==> src/rtl/pa_clk_lpmd_if.sv <==
// Low-power-mode handshake bundle between the core side (master) and the
// clock-enable sequencer (slave).
interface pa_clk_lpmd_if;
    logic       cp0_lpmd_req;
    logic [1:0] cp0_lpmd_type;
    logic       biu_lpmd_idle;
    logic       lsu_lpmd_idle;
    logic       intr_wakeup;
    logic       dbg_wakeup;
    logic       clk_en;
    logic       lpmd_ack;
    logic       lpmd_wake_done;
    logic [1:0] sysio_pad_lpmd;
    logic       lpmd_abort;

    modport master (
        output cp0_lpmd_req,
        output cp0_lpmd_type,
        output biu_lpmd_idle,
        output lsu_lpmd_idle,
        output intr_wakeup,
        output dbg_wakeup,
        input  clk_en,
        input  lpmd_ack,
        input  lpmd_wake_done,
        input  sysio_pad_lpmd,
        input  lpmd_abort
    );

    modport slave (
        input  cp0_lpmd_req,
        input  cp0_lpmd_type,
        input  biu_lpmd_idle,
        input  lsu_lpmd_idle,
        input  intr_wakeup,
        input  dbg_wakeup,
        output clk_en,
        output lpmd_ack,
        output lpmd_wake_done,
        output sysio_pad_lpmd,
        output lpmd_abort
    );
endinterface

==> src/rtl/pa_clk_lpmd_ctrl.sv <==
// Low-power-mode sequencer for the core clock enable.
// RUN -> DRAIN (wait for BIU/LSU idle) -> GATED (clk_en low) -> WAKE (settle)
// -> RUN. Clocked by the ungated forever_cpuclk so it keeps running while the
// core clock is stopped. All outputs are registered.
// Optional drain timeout: define PA_LPMD_DRAIN_TMO_EN to abort a DRAIN that
// has not gone idle within DRAIN_TMO non-idle cycles.
module pa_clk_lpmd_ctrl #(
    parameter int WAKE_DLY  = 4,
    parameter int DRAIN_TMO = 255
) (
    input  logic          forever_cpuclk,
    input  logic          cpurst,
    pa_clk_lpmd_if.slave  lpmd
);

    // Elaboration-time parameter range guards.
    if (WAKE_DLY < 1 || WAKE_DLY > 15) begin : g_bad_wake_dly
        $error("pa_clk_lpmd_ctrl: WAKE_DLY must be 1..15");
    end
    if (DRAIN_TMO < 1 || DRAIN_TMO > 255) begin : g_bad_drain_tmo
        $error("pa_clk_lpmd_ctrl: DRAIN_TMO must be 1..255");
    end

    localparam logic [3:0] WAKE_LOAD = 4'(WAKE_DLY);

    typedef enum logic [1:0] {
        ST_RUN   = 2'd0,
        ST_DRAIN = 2'd1,
        ST_GATED = 2'd2,
        ST_WAKE  = 2'd3
    } state_t;

    state_t     state_reg, state_next;
    logic [1:0] lpmd_type_reg, lpmd_type_next;
    logic [3:0] wake_cnt_reg, wake_cnt_next;
    logic       req_armed_reg, req_armed_next;

    logic       clk_en_reg, clk_en_next;
    logic       ack_reg, ack_next;
    logic       wake_done_reg, wake_done_next;
    logic [1:0] pad_reg, pad_next;
    logic       abort_next;

    logic       wakeup;
    logic       idle;
    logic       req_go;
    logic       drain_tmo_hit;

    assign wakeup = lpmd.intr_wakeup | lpmd.dbg_wakeup;
    assign idle   = lpmd.biu_lpmd_idle & lpmd.lsu_lpmd_idle;
    // Reserved type 11 and a request still held after its ack never start a drain.
    assign req_go = lpmd.cp0_lpmd_req & req_armed_reg &
                    (lpmd.cp0_lpmd_type != 2'b11) & ~wakeup;

`ifdef PA_LPMD_DRAIN_TMO_EN
    logic [7:0] drain_cnt_reg, drain_cnt_next;
    logic       abort_reg;

    // Timeout fires in the cycle whose non-idle tick would make the count reach
    // DRAIN_TMO, so an all-busy DRAIN lasts exactly DRAIN_TMO cycles.
    assign drain_tmo_hit = (({1'b0, drain_cnt_reg} + 9'd1) == 9'(DRAIN_TMO));

    // Drain counter: cleared on DRAIN entry, counts non-idle DRAIN cycles, saturates.
    always_comb begin
        drain_cnt_next = drain_cnt_reg;
        if (state_reg == ST_RUN && state_next == ST_DRAIN) begin
            drain_cnt_next = 8'd0;
        end else if (state_reg == ST_DRAIN && !idle && drain_cnt_reg != 8'hFF) begin
            drain_cnt_next = drain_cnt_reg + 8'd1;
        end
    end

    // Drain counter and abort pulse registers.
    always_ff @(posedge forever_cpuclk) begin
        if (cpurst) begin
            drain_cnt_reg <= 8'd0;
            abort_reg     <= 1'b0;
        end else begin
            drain_cnt_reg <= drain_cnt_next;
            abort_reg     <= abort_next;
        end
    end

    assign lpmd.lpmd_abort = abort_reg;
`else
    assign drain_tmo_hit   = 1'b0;
    assign lpmd.lpmd_abort = 1'b0;
`endif

    // State and datapath registers.
    always_ff @(posedge forever_cpuclk) begin
        if (cpurst) begin
            state_reg     <= ST_RUN;
            lpmd_type_reg <= 2'b00;
            wake_cnt_reg  <= 4'd0;
            req_armed_reg <= 1'b1;
            clk_en_reg    <= 1'b1;
            ack_reg       <= 1'b0;
            wake_done_reg <= 1'b0;
            pad_reg       <= 2'b00;
        end else begin
            state_reg     <= state_next;
            lpmd_type_reg <= lpmd_type_next;
            wake_cnt_reg  <= wake_cnt_next;
            req_armed_reg <= req_armed_next;
            clk_en_reg    <= clk_en_next;
            ack_reg       <= ack_next;
            wake_done_reg <= wake_done_next;
            pad_reg       <= pad_next;
        end
    end

    // Next-state logic, type latch and wake settle counter.
    always_comb begin
        state_next     = state_reg;
        lpmd_type_next = lpmd_type_reg;
        wake_cnt_next  = wake_cnt_reg;
        case (state_reg)
            ST_RUN: begin
                if (req_go) begin
                    state_next     = ST_DRAIN;
                    lpmd_type_next = lpmd.cp0_lpmd_type;
                end
            end
            ST_DRAIN: begin
                // Wakeup beats idle, idle beats timeout.
                if (wakeup) begin
                    state_next = ST_RUN;
                end else if (idle) begin
                    state_next = ST_GATED;
                end else if (drain_tmo_hit) begin
                    state_next = ST_RUN;
                end
            end
            ST_GATED: begin
                if (wakeup) begin
                    state_next    = ST_WAKE;
                    wake_cnt_next = WAKE_LOAD;
                end
            end
            ST_WAKE: begin
                // Wakeup inputs are ignored here; only the settle count matters.
                wake_cnt_next = wake_cnt_reg - 4'd1;
                if (wake_cnt_reg <= 4'd1) begin
                    state_next    = ST_RUN;
                    wake_cnt_next = 4'd0;
                end
            end
            default: begin
                state_next = ST_RUN;
            end
        endcase
    end

    // Registered-output next values, derived from the transition being taken.
    always_comb begin
        clk_en_next    = (state_next != ST_GATED);
        ack_next       = (state_reg == ST_DRAIN) && (state_next == ST_GATED);
        wake_done_next = (state_next == ST_RUN) &&
                         ((state_reg == ST_WAKE) || (state_reg == ST_DRAIN && wakeup));
        abort_next     = (state_reg == ST_DRAIN) && !wakeup && !idle && drain_tmo_hit;
        pad_next       = ((state_next == ST_GATED) || (state_next == ST_WAKE)) ?
                         lpmd_type_next : 2'b00;
        // Re-arm once the request is seen low; ack or abort disarm and win.
        req_armed_next = req_armed_reg;
        if (!lpmd.cp0_lpmd_req) begin
            req_armed_next = 1'b1;
        end
        if (ack_next || abort_next) begin
            req_armed_next = 1'b0;
        end
    end

    assign lpmd.clk_en         = clk_en_reg;
    assign lpmd.lpmd_ack       = ack_reg;
    assign lpmd.lpmd_wake_done = wake_done_reg;
    assign lpmd.sysio_pad_lpmd = pad_reg;

endmodule

==> src/flat_wrapper.sv <==
// flat-port wrapper written by rule: the top's interface ports become plain ports
module pa_clk_lpmd_ctrl_flat 
#(
    parameter int WAKE_DLY  = 4,
    parameter int DRAIN_TMO = 255
)
  (forever_cpuclk, cpurst, lpmd_cp0_lpmd_req, lpmd_cp0_lpmd_type, lpmd_biu_lpmd_idle, lpmd_lsu_lpmd_idle, lpmd_intr_wakeup, lpmd_dbg_wakeup, lpmd_clk_en, lpmd_lpmd_ack, lpmd_lpmd_wake_done, lpmd_sysio_pad_lpmd, lpmd_lpmd_abort);
  pa_clk_lpmd_if lpmd_i ();
  input  logic forever_cpuclk;
  input  logic cpurst;
  input wire logic [$bits(lpmd_i.cp0_lpmd_req)-1:0] lpmd_cp0_lpmd_req;
  input wire logic [$bits(lpmd_i.cp0_lpmd_type)-1:0] lpmd_cp0_lpmd_type;
  input wire logic [$bits(lpmd_i.biu_lpmd_idle)-1:0] lpmd_biu_lpmd_idle;
  input wire logic [$bits(lpmd_i.lsu_lpmd_idle)-1:0] lpmd_lsu_lpmd_idle;
  input wire logic [$bits(lpmd_i.intr_wakeup)-1:0] lpmd_intr_wakeup;
  input wire logic [$bits(lpmd_i.dbg_wakeup)-1:0] lpmd_dbg_wakeup;
  output wire logic [$bits(lpmd_i.clk_en)-1:0] lpmd_clk_en;
  output wire logic [$bits(lpmd_i.lpmd_ack)-1:0] lpmd_lpmd_ack;
  output wire logic [$bits(lpmd_i.lpmd_wake_done)-1:0] lpmd_lpmd_wake_done;
  output wire logic [$bits(lpmd_i.sysio_pad_lpmd)-1:0] lpmd_sysio_pad_lpmd;
  output wire logic [$bits(lpmd_i.lpmd_abort)-1:0] lpmd_lpmd_abort;
  assign lpmd_i.cp0_lpmd_req = lpmd_cp0_lpmd_req;
  assign lpmd_i.cp0_lpmd_type = lpmd_cp0_lpmd_type;
  assign lpmd_i.biu_lpmd_idle = lpmd_biu_lpmd_idle;
  assign lpmd_i.lsu_lpmd_idle = lpmd_lsu_lpmd_idle;
  assign lpmd_i.intr_wakeup = lpmd_intr_wakeup;
  assign lpmd_i.dbg_wakeup = lpmd_dbg_wakeup;
  assign lpmd_clk_en = lpmd_i.clk_en;
  assign lpmd_lpmd_ack = lpmd_i.lpmd_ack;
  assign lpmd_lpmd_wake_done = lpmd_i.lpmd_wake_done;
  assign lpmd_sysio_pad_lpmd = lpmd_i.sysio_pad_lpmd;
  assign lpmd_lpmd_abort = lpmd_i.lpmd_abort;
  pa_clk_lpmd_ctrl #(.WAKE_DLY(WAKE_DLY), .DRAIN_TMO(DRAIN_TMO)) u_core (.forever_cpuclk(forever_cpuclk), .cpurst(cpurst), .lpmd(lpmd_i));
endmodule
==> config.mk <==
export PLATFORM = sky130hd
export DESIGN_NAME = pa_clk_lpmd_ctrl_flat
export DESIGN_NICKNAME = d
export VERILOG_FILES = /design/src/rtl/pa_clk_lpmd_if.sv /design/src/rtl/pa_clk_lpmd_ctrl.sv /design/src/flat_wrapper.sv
export SDC_FILE = /design/constraint.sdc
export NUM_CORES = 1
export LEC_CHECK = 0
export BUFFER_PORTS_ARGS = -buffer_cell sky130_fd_sc_hd__buf_2
export CELL_PAD_IN_SITES_DETAIL_PLACEMENT = 2
export CELL_PAD_IN_SITES_GLOBAL_PLACEMENT = 2
export CORE_ASPECT_RATIO = 0.7
export CORE_MARGIN = 5
export CORE_UTILIZATION = 29
export CTS_CLUSTER_DIAMETER = 30
export DETAILED_ROUTE_END_ITERATION = 6
export GPL_TIMING_DRIVEN = 0
export PLACE_DENSITY_LB_ADDON = 0.08
export SYNTH_ARGS = -nofsm -noshare
export SYNTH_HDL_FRONTEND = slang
export SYNTH_SLANG_ARGS = --single-unit
==> constraint.sdc <==
create_clock -name forever_cpuclk -period 1.7 [get_ports forever_cpuclk]
set_input_delay 0.17 -clock forever_cpuclk [delete_from_list [all_inputs] [get_ports forever_cpuclk]]
set_output_delay 0.17 -clock forever_cpuclk [all_outputs]
set_load 0.02 [all_outputs]
# Word-level counts from Yosys, hierarchy flattened

Cells that the tools add are included.
W data, S select, Z words.

Flip-flop bits (word level): 14
Input bits: 9
Output and inout bits: 6

$add $sub $neg: 1
Order comparisons: 1
Equality and inequality tests: 9
Mux-type cells: 13
Bitwise operators: 7
Reductions and logical operators: 10

Operator list:

| operator              | number |
|---|---|
| $mux W2               | 7 |
| $eq A2 B2 Y1 const B  | 4 |
| $mux W4               | 2 |
| $pmux W2 S4           | 1 |
| $pmux W4 S2           | 1 |
| $and A1 B1 Y1         | 4 |
| $le A4 B1 Y1 const B  | 1 |
| $logic_not A2 Y1      | 2 |
| $ne A2 B1 Y1 const B  | 2 |
| $ne A2 B2 Y1 const B  | 2 |
| $sub A4 B1 Y4 const B | 1 |
| $logic_and A1 B1 Y1   | 3 |
| $eq A2 B1 Y1 const B  | 1 |
| $logic_or A1 B1 Y1    | 2 |
| $mux W1               | 2 |
| $not A1 Y1            | 2 |
| $reduce_and A2 Y1     | 1 |
| $reduce_bool A2 Y1    | 1 |
| $reduce_or A2 Y1      | 1 |
| $or A1 B1 Y1          | 1 |

# Longest topological paths before layout

Gate-level depths: netlist of run 1.

Depth after elaboration: 9
Mapped depth: 7
Depth with buffers taken out: 7

# Worst setup path after synthesis of run 1

Ideal clock, no wire load.

Path kind: register -> register
From: reg u_core.wake_cnt_reg[0]
To: reg u_core.clk_en_reg, in the netlist u_core.lpmd.clk_en
Setup time: 0.126 ns
Data arrival time: 1.346 ns
Data required time: 1.574 ns
Slack: 0.228 ns
Stages on the path, launching flop included: 7
Clock period less this slack: 1.472 ns
Path through: dfxtp_1 > inv_1 > ha_1 > nor2_1 > o311a_1 > nor4_1 > nand2_1

Word-level cells in the longest chain between the ends: 4

RTL lines:

| what                   | line                    | text |
|---|---|---|
| from (decl)            | pa_clk_lpmd_ctrl.sv:35  | `logic [3:0] wake_cnt_reg, wake_cnt_next;` |
| from (signal assigned) | pa_clk_lpmd_ctrl.sv:104 | `wake_cnt_reg <= wake_cnt_next;` |
| $le A4 B1 Y1           | pa_clk_lpmd_ctrl.sv:144 | `if (wake_cnt_reg <= 4'd1) begin` |
| $mux W2                | pa_clk_lpmd_ctrl.sv:144 |  |
| $pmux W2 S4            | pa_clk_lpmd_ctrl.sv:118 | `case (state_reg)` |
| $ne A2 B2 Y1           | pa_clk_lpmd_ctrl.sv:157 | `clk_en_next = (state_next != ST_GATED);` |
| to (signal assigned)   | pa_clk_lpmd_ctrl.sv:106 | `clk_en_reg <= clk_en_next;` |
| to (decl)              | pa_clk_lpmd_ctrl.sv:38  | `logic clk_en_reg, clk_en_next;` |

Every way passes these cells.
A chain may end at the register's enable or synchronous reset.

# Worst setup path after layout of run 1

From: reg u_core.state_reg[0]
To: reg u_core.lpmd_type_reg[0]

Word-level cells in the longest chain between the ends: 2

RTL lines:

| what                   | line                    | text |
|---|---|---|
| from (decl)            | pa_clk_lpmd_ctrl.sv:33  | `state_t state_reg, state_next;` |
| from (signal assigned) | pa_clk_lpmd_ctrl.sv:102 | `state_reg <= state_next;` |
| $logic_not A2 Y1       | pa_clk_lpmd_ctrl.sv:118 |  |
| $mux W2                | pa_clk_lpmd_ctrl.sv:118 |  |
| to (signal assigned)   | pa_clk_lpmd_ctrl.sv:103 | `lpmd_type_reg <= lpmd_type_next;` |
| to (decl)              | pa_clk_lpmd_ctrl.sv:34  | `logic [1:0] lpmd_type_reg, lpmd_type_next;` |

Every way passes these cells.

==> reports/results.txt, run 1 <==
After detailed routing, the met2 layer carries 785 um of wire. The final clock period utilization by the worst path was 0.931; the logic depth of the worst setup path including buffers was 4. In the final routed layout, each cell accounts on average for 14.6 um.

The instance area after placement was 734 sq um. Launch point of the worst path: u_core.state_reg[0]$_SDFF_PP0_. The floorplan step defined a die boundary enclosing 0.00324 sq mm. The synthesized design contains 14 register bits. Origin of the worst min-delay path: lpmd_lsu_lpmd_idle. The layout has 244 filler cells.

The tools report the global-route usage over all layers as 0.123. The number of cells on the worst hold path is 3, and the relative slew slack is 0.657. The xor/xnor cell area share of the yosys netlist works out to 0. Once detailed placement completed, the half-perimeter wirelength came to 1310 um.

The run finished with clean final reports. The critical path in this run is classified as reg -> reg. STA classifies the critical path startpoint as a flop. The root buffer cell chosen for the clock tree is clkbuf_4. The logs give 0.188 ns for the worst hold margin and 0.00594 ns for the final worst clock skew.

The complex-gate fraction of the synthesized area is 0.170, and the area of all placed cells without fillers is 806 sq um. Summing every instance area after synthesis gives 634 sq um. The initial antenna violation count was 0; the clock transition at the registers of the reported paths was 0.09 ns. Among all flip-flop cells after synthesis, the most frequent one is dfxtp_1. The register with the most flip-flops in the layout has 4 of them. Type of the most critical hold path: in -> reg. Setup repair after global routing left no endpoint under its margin. The number of buffers and inverters on the critical path is 0. The floorplan has 14 rows. The post-detailed-routing wire length was 1730 um; the worst reg2reg path depth was 4. The critical-path maximum fanout was 6.

From left edge to right edge, the die measures 65.9 um. The netlist uses 28 different library cells. The top cell family by delay on the critical path was simple AND/OR/NAND/NOR gates. The signal on the critical path passes through or3_4 -> a211oi_4 -> mux2i_1 -> nor2_1.

The top-level port count came out at 15. Share of flip-flops with an asynchronous set or reset after synthesis: 0. The height of the die was 49.1 um. The run gives 583 as the via count of the first global-routing pass. The post-synthesis share of cell area spent on full adders, half adders and majority gates was 0.0394.

The total overflow left after global routing is 0. The tools report the max capacitance violation total as 0. The overall power consumption is 0.619 mW.

The first global-routing pass estimated 2930 um of wire. The source-to-sink clock delay at the later pin of the worst-skew pair is 0.28 ns. The proportion of layout cells with a drive suffix above 1 was 0.302. Ranked by total cell area, the synthesized netlist is headed by dfxtp_1 (44%), nor2_1 (5.3%), mux2i_1 (4.7%). TritonCTS built the clock tree. At the end of the flow, the number of nets in the layout was 98.

The highest metal layer carrying signal wires in the routed design is met4. On the critical path, the stage with the largest delay is an instance of dfxtp_1. The run gives 0.641 as the weighted congestion at the end of routability-driven global placement. The average instance in the mapped netlist occupies 9.06 sq um. The final setup violation count is 0.

In this run the deepest clock path goes through 2 buffers. The number of setup buffers added after CTS is 0. Count of H-tree levels built during CTS: 1. The simple-gate area share of the yosys netlist was 0.225. The main combinational cell family by area after synthesis is simple AND/OR/NAND/NOR gates. The mux share of post-synthesis cell area is 0.0473, and the multi-input gate area in the final layout is 344 sq um.

VDD sags by at most 0.000395 V. Compared with the post-synthesis result, the final layout area differs by 27.0%. Counting flops with a built-in enable in the synthesized netlist gives 0. The count of input and output buffers works out to 12.

At the worst endpoint, the arrival time is 1.74 ns. The core box area was 0.00212 sq mm; the transition at the pin with the smallest max-transition slack was 0.514 ns. Wire segments on met3 add up to 105 um in the final route.

For the worst setup path, the data required time is 1.86 ns. Yosys printed 0 warnings. The number of antenna diodes in the final layout is 0. For the post-cts hold buffer count, the log shows 0. The tools report the final worst-path setup slack as 0.118 ns. The routed layout has 550 vias.

The tools report the number of remaining DRC errors as 0. The run gives 13 as the number of DRC violations after detailed-routing iteration 0. In this run the static leakage power is 0.312 nW.

The area share of the largest cell type after synthesis was 0.442. Post-route met1 wirelength: 819 um. The most common cell in the synthesized netlist is dfxtp_1.

Power spread over the standard cell area amounts to 769 mW/mm^2. After detailed routing, the number of vias per cell comes to 4.66. Detailed-routing iteration count for the pre-antenna-repair pass: 2. Entering global routing, the biggest net connects 11 pins. For the starting density of the core, the log shows 0.299. The largest total area in the synthesized netlist belongs to dfxtp_1.

The number of hold violations in the final report is 0, and the maximum operating frequency is 632 MHz. The commonest cells after synthesis are dfxtp_1 (14), nor2_1 (9), nand2_1 (8). Synthesis produced 70 cells. The sequential-to-total area share from yosys stat is 0.442. The tools report the start of the worst register-to-register path as u_core.state_reg[0]$_SDFF_PP0_. STA classifies the critical path endpoint as a flop. The worst setup timing slack at the placement stage was -0.0129 ns. The count of nets left with antenna violations once routing finished came out at 0. The shortest period the worst path allows was 1.58 ns; the number of max-slew violations in the final report was 0.

The sink count of the clock tree is 14, and the area occupied by registers is 280 sq um. When the netlist entered floorplanning its net count stood at 81. After routing, the total negative slack on setup checks comes to 0 ns. The biggest cell delay along the critical path came out at 0.38 ns. The tools report the number of buffers added by the clock tree synthesis step as 3.
## logic make-up (layout without fill, tap and decap cells)
| family | after synthesis | in the layout |
|---|---|---|
| adder cells (fa/ha/maj) | 2 | 2 |
| multiplexers | 3 | 3 |
| AO/OA/AOI/OAI | 14 | 14 |
| flip-flops | 14 | 14 |
| AND/OR/NAND/NOR | 27 | 27 |
| buffers and inverters | 9 | 25 |
| other | 1 | 1 |
## worst reg2reg max path, delay by kind of cell, from the launching register on
kind               cells  cell delay [ns]
muxes                  1             0.28
AOI/OAI and AO/OA      1             0.36
DFF                    1             0.38
and+or+nand+nor        2             0.44
## routing by layer
metal / vias up / global-route usage
li1: 272 / -
met1: 261 / 0.149
met2: 13 / 0.186
met3: 4 / 0.0599
met4: 0 / 0.0414
met5: - / 0
## worst paths after layout
kind         slack [ns]                            endpoint
min reg2reg        0.50  u_core.lpmd_type_reg[0]$_SDFF_PP0_
min                0.19     u_core.lpmd.lpmd_ack$_SDFF_PP0_
max reg2reg        0.12  u_core.lpmd_type_reg[0]$_SDFF_PP0_
max                0.12  u_core.lpmd_type_reg[0]$_SDFF_PP0_
## per-stage QoR
stage	instances	utilization
global route	118	0.380
global placement	114	0.347
detailed placement	114	0.347
finish	118	0.380
CTS	118	0.367
floorplan	70	-
## what timing repair did
item | CTS | global route
endpoints found under the setup margin | 2 | 2
gates resized for setup | 1 | 4
pin swaps | 0 | 2
## layout by cell type (no fill, tap or decap), types with 2 or more instances in the layout
master | netlist | routed
dfxtp_1 | 14 | 14
a21oi_1 | 3 | 3
buf_2 | 0 | 12
nor3_1 | 2 | 2
nor2_1 | 9 | 9
nand2_1 | 8 | 8
mux2i_1 | 3 | 3
o21ai_0 | 3 | 3
clkbuf_4 | 0 | 3
nand3b_1 | 2 | 2
inv_1 | 5 | 5
## report_power, final
group	leakage, nW	internal (mW)	switching [mW]
sequential	0.113	0.330	0.00178
clock	0.0210	0.130	0.111
combinational	0.178	0.0183	0.0275
## final cells by class
| class | count | share of cell area |
|---|---|---|
| clock buffer | 4 | 0.0450 |
| multi-input combinational | 47 | 0.427 |
| inverter | 6 | 0.0280 |
| timing repair buffer | 12 | 0.0745 |
| sequential | 14 | 0.348 |
| buffer | 3 | 0.0280 |
| tap | 32 | 0.0497 |
Power figures use the tool's default switching activity.
==> inputs of run 2 (changes only) <==
--- a/config.mk
+++ b/config.mk
@@ -10,7 +10,8 @@
 export CELL_PAD_IN_SITES_GLOBAL_PLACEMENT = 2
 export CORE_ASPECT_RATIO = 0.7
 export CORE_MARGIN = 5
-export CORE_UTILIZATION = 29
+export CORE_UTILIZATION = 32
+export CTS_BUF_LIST = sky130_fd_sc_hd__clkbuf_8
 export CTS_CLUSTER_DIAMETER = 30
 export DETAILED_ROUTE_END_ITERATION = 6
 export GPL_TIMING_DRIVEN = 0
==> run 2 against run 1 <==
Critical path depth is 2 higher; flip-flop and latch count did not move; combinational power decreased by 3%; sequential power barely moved; sequential share of layout area up 0.10 points; total power increased by 16%; largest power group is now clock.
==> reports/results.txt, run 2 (synthesized netlist as in run 1, its figures left out) <==
The flow ran to the end, and the final reports show no timing, DRC or antenna violations. The top-level port count came out at 15 (unchanged). The run gives 626 MHz (-0.97%) as the maximum operating frequency.

Sink count of the clock tree: 14 (unchanged). The tools report the nature of the critical path endpoint as a flop. The weighted congestion at the end of routability-driven global placement is 0.688 (+7.2%), and the width of the die is 63.2 um (-4.1%). For the global-route usage over all layers, the log shows 0.122 (-0.000953).

The count of antenna-violating nets left after detailed routing is 0 (unchanged). The worst setup path is launched from a flop. The run gives 13 (-1) as the placement row count.

The logs give 209 (-14%) for the filler cell count in the final layout and 0.0131 ns (+0.0260 ns) for the worst setup timing slack at the placement stage. For the leftover overflow at the end of global routing, the log shows 0 (unchanged). The number of remaining DRC errors is 0 (unchanged). Leaving out fill and tap cells, the most frequent cell in the layout is dfxtp_1. Count of input and output buffers: 12 (unchanged). The maximum number of pins on one net before global-route repair was 11 (unchanged). For the number of DRC violations after detailed-routing iteration 0, the log shows 13 (unchanged).

The tools report the sum of met3 wire segment lengths after detailed routing as 143 um (+36%). The setup TNS was 0 ns (unchanged). The count of H-tree levels built during CTS came out at 1 (unchanged). Power density over cell area: 887 mW/mm^2 (+15%). The number of flip-flops under the largest register name works out to 4 (unchanged). The core box area is 0.00187 sq mm (-12%), and the count of inserted antenna diode cells is 0 (unchanged). In this run the worst hold path is classified as in -> reg. The area of all placed cells without fillers was 807 sq um (+0.16%). For the data arrival time of the critical path, the log shows 1.75 ns (about the same). The top layer reached by signal wires was met4.

The logs give 0 (unchanged) for the number of max-slew violations in the final report and 2 (unchanged) for the clock tree buffer depth. The total vias in the final route was 542 (-1.5%); the number of hold violations in the final report was 0 (unchanged). The tools report the final worst clock skew as 0.00493 ns (-0.00101 ns).

The final worst-path setup slack is 0.102 ns (-0.0155 ns), and the area growth from synthesis to final layout is 27.2%. Initial antenna violation count: 0 (unchanged). The logs give 684 um (-13%) for the routed length on met2 and 0.26 ns (-0.02 ns) for the source-to-sink clock delay at the later pin of the worst-skew pair. The post-cts hold buffer count came out at 0 (unchanged). The die area was 0.00299 sq mm (-7.7%). The clock transition at the registers of the reported paths works out to 0.06 ns (-0.03 ns). The placed instance count is 104 (-8.8%).

The tools report the number of cells in the finished layout apart from fillers as 108 (-8.5%). The tools report the post-route met1 wirelength as 776 um (-5.3%). The setup path with the least slack is of type reg -> reg. The library cells used most frequently in the layout, excluding fill and tap cells, are dfxtp_1 (13), buf_2 (12), nor2_1 (9). Height of the die: 47.3 um (-3.8%). The cell sitting at the root of the clock tree is a clkbuf_8.

Setup repair after global routing left no endpoint under its margin. The instance area after placement is 722 sq um (-1.7%), and the critical-path maximum fanout is 4 (-2). The number of setup buffers added after CTS is 0 (unchanged). For the number of buffers added by the clock tree synthesis step, the log shows 3 (unchanged). The required time of the critical path is 1.85 ns (about the same), and the average vias per placed instance is 5.02 (+7.7%).

The cell leakage power was 0.319 nW (+2.5%); the max capacitance violation total was 0 (unchanged). TritonCTS built the clock tree. The final setup violation count is 0 (unchanged), and the via count of the first global-routing pass is 555 (-4.8%).

The detailed-routing iteration count for the pre-antenna-repair pass was 3 (+1); the first-pass GRT wire length was 2670 um (-8.7%). Final layout net count: 98 (unchanged). The starting density of the core was 0.339 (+0.0398); the detailed-route wire length per cell was 15.0 um (+2.6%). The count of cells resized by post-cts repair came out at 0 (-1). The proportion of layout cells with a drive suffix above 1 is 0.302 (unchanged). The shortest period the worst path allows was 1.60 ns (+0.0155 ns). The maximum resistive drop on vdd was 0.000574 V (+45%). The final clock period utilization by the worst path came out at 0.940 (+0.00913).

The logs give 1620 um (-6.1%) for the post-detailed-routing wire length and 1210 um (-7.3%) for the placed wire-length estimate after detailed placement.
## run 2: cell counts in the layout (fill, tap and decap cells not counted)
No cell type changed its count.
## run 2: power by group
part,switching [mW],total (mW),internal (mW)
Combinational,0.0264,0.0446,0.0183
Sequential,0.00171,0.333,0.331
Clock,0.132,0.338,0.206
Total,0.160,0.716,0.555
## run 2: stage by stage
step	util	hold WS, ns	power (mW)
2_1_floorplan	-	0.335	0.363
3_3_place_gp	0.386	0.471	0.381
3_5_place_dp	0.386	0.487	0.383
4_1_cts	0.415	0.217	0.725
5_1_grt	0.431	0.233	0.750
6_report	0.431	0.221	0.716
## run 2: path summary, 6_finish.rpt
check	start	end	slack, ns	cells past startpoint
worst max-delay path	u_core.wake_cnt_reg[1]$_SDFFE_PP0P_	u_core.lpmd.clk_en$_SDFF_PP1_	0.10	6
worst min-delay path	lpmd_cp0_lpmd_req	u_core.req_armed_reg$_SDFFE_PP1P_	0.22	4
worst max register to register	u_core.wake_cnt_reg[1]$_SDFFE_PP0P_	u_core.lpmd.clk_en$_SDFF_PP1_	0.10	6
worst min register to register	u_core.wake_cnt_reg[1]$_SDFFE_PP0P_	u_core.wake_cnt_reg[1]$_SDFFE_PP0P_	0.50	2
## run 2: area by class of cell
cell class                 count  area [sq um]  share of cell area
sequential                    14           282               0.349
clock buffer                   4          55.1              0.0682
buffer                         3          22.5              0.0279
tap                           22          27.5              0.0341
timing repair buffer          12          60.1              0.0744
multi-input combinational     47           338               0.419
inverter                       6          22.5              0.0279
## run 2: metal layers
layer  GRT usage  vias up
met5           0        -
met4      0.0373        0
met3      0.0742        5
met2       0.184       15
met1       0.147      249
li1            -      273
## run 2: worst max-delay path: stages (launching register included)
cell,delay (ns)
dfxtp_1,0.33
inv_1,0.09
ha_2,0.22
nor2_1,0.07
o311a_4,0.38
nor4_4,0.31
nand2_1,0.08
